`src/rtl/csa_pkg.sv`:
```
// Shared definitions for the byte-serial carry-select adder controller.
package csa_pkg;

    typedef enum logic [1:0] {
        IDLE = 2'd0,
        RUN  = 2'd1,
        DONE = 2'd2
    } state_t;

    localparam int BYTE_W = 8;

    function automatic int clog2(input int n);
        int w;
        w = 0;
        for (int i = 0; i < 32; i++)
            if ((1 << i) < n) w = i + 1;
        return w;
    endfunction

    // Byte index needs at least one bit even when NBYTES == 1.
    function automatic int idx_w(input int n);
        return (clog2(n) < 1) ? 1 : clog2(n);
    endfunction

endpackage

```
`src/rtl/csa_8.sv`:
```
// 8-bit carry-select adder: ripple low nibble, high nibble precomputed for both carries.
module csa_8 (
    input  logic [7:0] A,
    input  logic [7:0] B,
    input  logic       CIN,
    output logic [7:0] SUM,
    output logic       CARRY
);

    logic [4:0] lo;
    logic [4:0] hi0;
    logic [4:0] hi1;

    always_comb begin
        lo  = {1'b0, A[3:0]} + {1'b0, B[3:0]} + {4'b0, CIN};
        hi0 = {1'b0, A[7:4]} + {1'b0, B[7:4]};
        hi1 = {1'b0, A[7:4]} + {1'b0, B[7:4]} + 5'd1;
        SUM   = {(lo[4] ? hi1[3:0] : hi0[3:0]), lo[3:0]};
        CARRY = lo[4] ? hi1[4] : hi0[4];
    end

endmodule

```
`src/rtl/csa_seq_adder.sv`:
```
// Multi-precision add/subtract: one shared csa_8 walks the operands LSB byte first,
// chaining carry through a register; results returned over a valid/ready handshake.
module csa_seq_adder
    import csa_pkg::*;
#(
    parameter int NBYTES = 4
) (
    input  logic                   CLK,
    input  logic                   RST_N,
    input  logic                   START_VALID,
    output logic                   START_READY,
    input  logic [BYTE_W*NBYTES-1:0] A,
    input  logic [BYTE_W*NBYTES-1:0] B,
    input  logic                   CIN,
    input  logic                   SUB,
    output logic [BYTE_W*NBYTES-1:0] RESULT,
    output logic                   COUT,
    output logic                   OVF,
    output logic                   DONE_VALID,
    input  logic                   DONE_READY
);

    localparam int W  = BYTE_W * NBYTES;
    localparam int IW = idx_w(NBYTES);

    state_t          state_q, state_d;
    logic [W-1:0]    a_q, b_q, result_q;
    logic [IW-1:0]   idx_q;
    logic            carry_q, cout_q, ovf_q;
    logic [7:0]      a_byte, b_byte, sum;
    logic            carry;
    logic            last;

    assign last   = (idx_q == IW'(NBYTES - 1));
    assign a_byte = a_q[{idx_q, 3'b000} +: BYTE_W];
    assign b_byte = b_q[{idx_q, 3'b000} +: BYTE_W];

    csa_8 u_csa (
        .A     (a_byte),
        .B     (b_byte),
        .CIN   (carry_q),
        .SUM   (sum),
        .CARRY (carry)
    );

    always_comb begin
        state_d = state_q;
        case (state_q)
            IDLE:    if (START_VALID) state_d = RUN;
            RUN:     if (last)        state_d = DONE;
            DONE:    if (DONE_READY)  state_d = IDLE;
            default: state_d = IDLE;
        endcase
    end

    always_ff @(posedge CLK) begin
        if (!RST_N) begin
            state_q  <= IDLE;
            idx_q    <= '0;
            carry_q  <= 1'b0;
            a_q      <= '0;
            b_q      <= '0;
            result_q <= '0;
            cout_q   <= 1'b0;
            ovf_q    <= 1'b0;
        end else begin
            state_q <= state_d;
            case (state_q)
                IDLE: if (START_VALID) begin
                    // Subtract as A + ~B + 1; B is stored already inverted.
                    a_q     <= A;
                    b_q     <= SUB ? ~B : B;
                    carry_q <= SUB | CIN;
                    idx_q   <= '0;
                end
                RUN: begin
                    result_q[{idx_q, 3'b000} +: BYTE_W] <= sum;
                    carry_q <= carry;
                    idx_q   <= idx_q + 1'b1;
                    if (last) begin
                        cout_q <= carry;
                        ovf_q  <= ~(a_q[W-1] ^ b_q[W-1]) & (sum[7] ^ a_q[W-1]);
                    end
                end
                default: ;
            endcase
        end
    end

    assign START_READY = (state_q == IDLE);
    assign DONE_VALID  = (state_q == DONE);
    assign RESULT      = result_q;
    assign COUT        = cout_q;
    assign OVF         = ovf_q;

endmodule

```
`config.mk`:
```
export PLATFORM = sky130hd
export DESIGN_NAME = csa_seq_adder
export DESIGN_NICKNAME = d
export VERILOG_FILES = /design/src/rtl/csa_pkg.sv /design/src/rtl/csa_8.sv /design/src/rtl/csa_seq_adder.sv
export SDC_FILE = /design/constraint.sdc
export NUM_CORES = 1
export LEC_CHECK = 0
export BUFFER_PORTS_ARGS = -buffer_cell sky130_fd_sc_hd__buf_2
export CAP_MARGIN = 20
export CORE_AREA = 3 3 142 144
export DETAILED_ROUTE_END_ITERATION = 16
export DIE_AREA = 0 0 145 147
export PLACE_DENSITY = 0.65
export SLEW_MARGIN = 10
export SYNTH_ARGS = -nofsm -noshare
export SYNTH_HDL_FRONTEND = slang
export SYNTH_SLANG_ARGS = --single-unit
```
`constraint.sdc`:
```
create_clock -name CLK -period 3.8 [get_ports CLK]
set_input_delay 0.38 -clock CLK [delete_from_list [all_inputs] [get_ports CLK]]
set_output_delay 0.38 -clock CLK [all_outputs]
set_load 0.03 [all_outputs]
```
==> summary.md <==
| Metric | Value |
|---|---|
| Max_cap viols | `0` |
| Final hold vios | `0` |
| Layout fillers | `between 1500 and 2000` |
| Non-Filler Instances | `between 1000 and 1500` |
| Commonest non-fill, non-tap cells in the layout | `nand2_1, dfxtp_1, buf_2` |
| Synth area leaders | `dfxtp_1, nand2_1, mux2i_1` |
| CTS root buf | `clkbuf_16` |
| Full die area | `0.0213 mm^2` |
| Num CTS Buffers | `17` |
| Clk_lat worst skew | `around 420 ps` |
| Register area share after synthesis | `0.350` |
| IO Port Bufs | `approximately 110` |
| Worst IR Drop VDD | `0.290 mV` |
| Cells after DPL | `1201` |
| Post-cts hold buffer count | `0` |
| N_diodes | `0` |
| Post-Syn Nets | `969` |
| Nets | `1043` |
| Post-Syn Area | `0.00761 mm^2` |
| Post-CTS sizing | `0` |
| Worst endpoint required time | `approximately 4100 ps` |
| Clock network power share | `0.458` |
| First-pass GRT wire length | `31.3 mm` |
| Chip height | `147 um` |
| Ys async rst share | `0` |
| Slowest CP cell | `or4_1` |
| Area Growth Syn to Fin | `18.2%` |
| Critical path class | `reg -> reg` |
| Number of distinct library cells after synthesis | `59` |
| Yosys warns | `0` |
| CP max FO | `13` |
| NetSw | `around 1000 uW` |
| # clock sinks | `around 130` |
| Clock Skews | `7.69 ps` |
| Leak Pwr | `just over 0.004 uW` |
| Synth top area share | `0.350` |
| Hold depth | `3` |
| Worst slack, placed | `roughly 320 ps` |
| Drt wl/cell | `15.3 um` |
| Setup ws final | `308 ps` |
| CP Buf/Inv Count | `1` |
| Global route total overflow | `0` |
| FF+latch count, synth | `133` |
| Rows | `50` |
| Share of layout cells above drive strength 1 | `0.200` |
| Mapped Avg Cell Area | `~8.6 um^2` |
| Routed vias/inst | `5.30` |
| PD cells | `416 mW/mm^2` |
| Remaining routing DRC violations | `0` |
| Setup TNS | `0 ps` |
| Vias | `between 6000 and 7000` |
| Seq pwr share | `0.396` |
| H-tree depth | `4` |
| Logic gate share of total power | `0.147` |
| Initial Util | `0.404` |
| Startpoint Class | `register` |
| Crit end category | `register` |
| Core box area | `roughly 0.019 mm^2` |
| Antenna Nets Post-Route | `0` |
| CTS tree | `built` |
| Commonest non-fill, non-tap cell in the layout | `nand2_1` |
| Worst reg-to-reg path cell count | `8` |
| Final Setup Violations | `0` |
| Status | `finished clean` |
| EDFF count, synth | `0` |
| Pin slew with the least headroom to its limit | `between 1000 and 1500 ps` |
| Pin count of the biggest net entering global routing | `65` |
| Data arrival time of the worst path | `roughly 3800 ps` |
| Vias in the first global route | `6140` |
| Largest stage delay, worst path | `640 ps` |
| Unrepaired setup endpoints after global routing | `no` |
| Drt first-iter violations | `448` |
| WP depth | `8` |
| Cells after Synth | `a little under 900` |
| Die W | `145 um` |
| Register-to-register setup slack | `310 ps` |
| Min cycle time layout | `3490 ps` |
| First-pass DRT Iterations | `6` |
| Switching part of the total | `0.266` |
| Gp weighted congestion | `0.855` |
| HP Class | `in -> reg` |
| Antenna violations before repair | `0` |
| Clock transition at path regs | `60 ps` |
| Synth area leader | `dfxtp_1` |
| Post-DP Area | `0.00838 mm^2` |
| Max Root-Sink Buffers | `2` |
| Delay-heaviest family, CP | `simple AND/OR/NAND/NOR gates` |
| Area occupied by multi-input gates | `0.00461 mm^2` |
| GRT Resource Usage Total | `0.177` |
| Final instance area | `0.00899 mm^2` |
| HPWL after DPL | `13.6 mm` |
| Pint | `approximately 2700 uW` |
| Max-slew violations | `0` |
| Slew headroom | `0.292` |
| Seq. cell area | `between 0.002 and 0.003 mm^2` |
| Final period utilization | `0.919` |
| Synth Flop Type | `dfxtp_1` |
| Total I/O pin count | `106` |
| CP Cell Sequence | `or4_1 -> nor4_1 -> nand4_1 -> or3_1 -> a2111oi_4 -> buf_4 -> nand4_4 -> mux2i_1` |
| Hold_ws | `between 150 and 200 ps` |
| Sum of routed wire length over all layers | `18.9 mm` |
| Post-CTS Setup Bufs | `0` |
| Max Clock Freq | `between 200 and 300 MHz` |
==> through the flow <==
step | util | total power, uW
floorplan | - | 1900
finish | 0.477 | 3740
CTS | 0.477 | 3770
global route | 0.477 | 3900
global placement | 0.445 | 2050
detailed placement | 0.445 | 2060
==> layer usage <==
| metal | GRT usage | wire (um) | vias up |
|---|---|---|---|
| li1 | - | - | 3270 |
| met1 | 0.243 | 9180 | 3061 |
| met2 | 0.281 | 8560 | 181 |
| met3 | 0.0395 | 911 | 23 |
| met4 | 0.0494 | 257 | 0 |
| met5 | 0 | 0 | - |
==> area by class of cell <==
| class | count | area share |
|---|---|---|
| Timing Repair Buffer | 128 | 0.0807 |
| Inverter | 13 | 0.00543 |
| Tap cell | 260 | 0.0362 |
| Clock inverter | 13 | 0.0191 |
| Sequential cell | 133 | 0.296 |
| Multi-Input combinational cell | 667 | 0.513 |
| Clock buffer | 19 | 0.0493 |
==> power groups by stage <==
stage / Combinational [uW] / Clock (uW) / Sequential [uW]
detailed placement: 549 / 0 / 1510
finish: 548 / 1710 / 1480
floorplan: 396 / 0 / 1500
global placement: 543 / 0 / 1510
CTS: 551 / 1740 / 1480
global route: 606 / 1810 / 1480
==> registers in the layout, summed over array words and instances, names as in the netlist <==
register and flops:
COUT 1, OVF 1, RESULT 32, a_q 32, b_q 32, carry_q 1
idx_q 32, state_q 2
==> final timing paths <==
| check | start | end |
|---|---|---|
| setup / recovery | idx_q[2]$_SDFFE_PN0P_ | RESULT[13]$_SDFFE_PN0P_ |
| hold / removal | A[14] | a_q[14]$_SDFFE_PN0P_ |
| setup reg to reg | idx_q[2]$_SDFFE_PN0P_ | RESULT[13]$_SDFFE_PN0P_ |
| hold reg to reg | RESULT[0]$_SDFFE_PN0P_ | RESULT[0]$_SDFFE_PN0P_ |
==> logic make-up after synthesis <==
kind of cell,synth area share
xor gates and xnor gates,0.0622
adders and majority gates,0.0243
muxes,0.102
and+or+nand+nor,0.252
AOI/OAI and AO/OA,0.165
DFF,0.350
buffers and inverters,0.0446
==> worst reg2reg max path: stages, from the launching register on <==
cell and delay [ps]:
dfxtp_1 440, or4_1 640, nor4_1 520, nand4_1 340, or3_1 480, a2111oi_4 310, buf_4 240, nand4_4 230
mux2i_1 190
==> synthesized netlist by cell type, types with 2 or more instances <==
library cell / n
a211oi_1: 2
a21boi_0: 43
a21o_1: 4
a21oi_1: 11
a31oi_1: 5
and2_1: 31
and3_1: 13
buf_1: 11
buf_6: 2
clkbuf_1: 59
dfxtp_1: 133
fa_1: 3
ha_1: 10
inv_1: 13
mux2_2: 3
mux2i_1: 43
mux4_2: 14
nand2_1: 182
nand2b_1: 7
nand3_1: 31
nand4_1: 10
nand4_4: 3
nor2_1: 27
nor2b_1: 5
nor3_1: 21
nor3b_1: 4
nor4_1: 9
nor4_4: 2
nor4b_1: 2
o211a_1: 35
o211ai_1: 11
o21a_1: 4
o21ai_0: 22
o221a_2: 2
o311ai_0: 2
o31a_1: 3
o31ai_1: 6
or2_2: 4
or3_1: 15
or4_1: 8
xnor2_1: 47
xor2_1: 7
(Power assumes the default switching activity.)
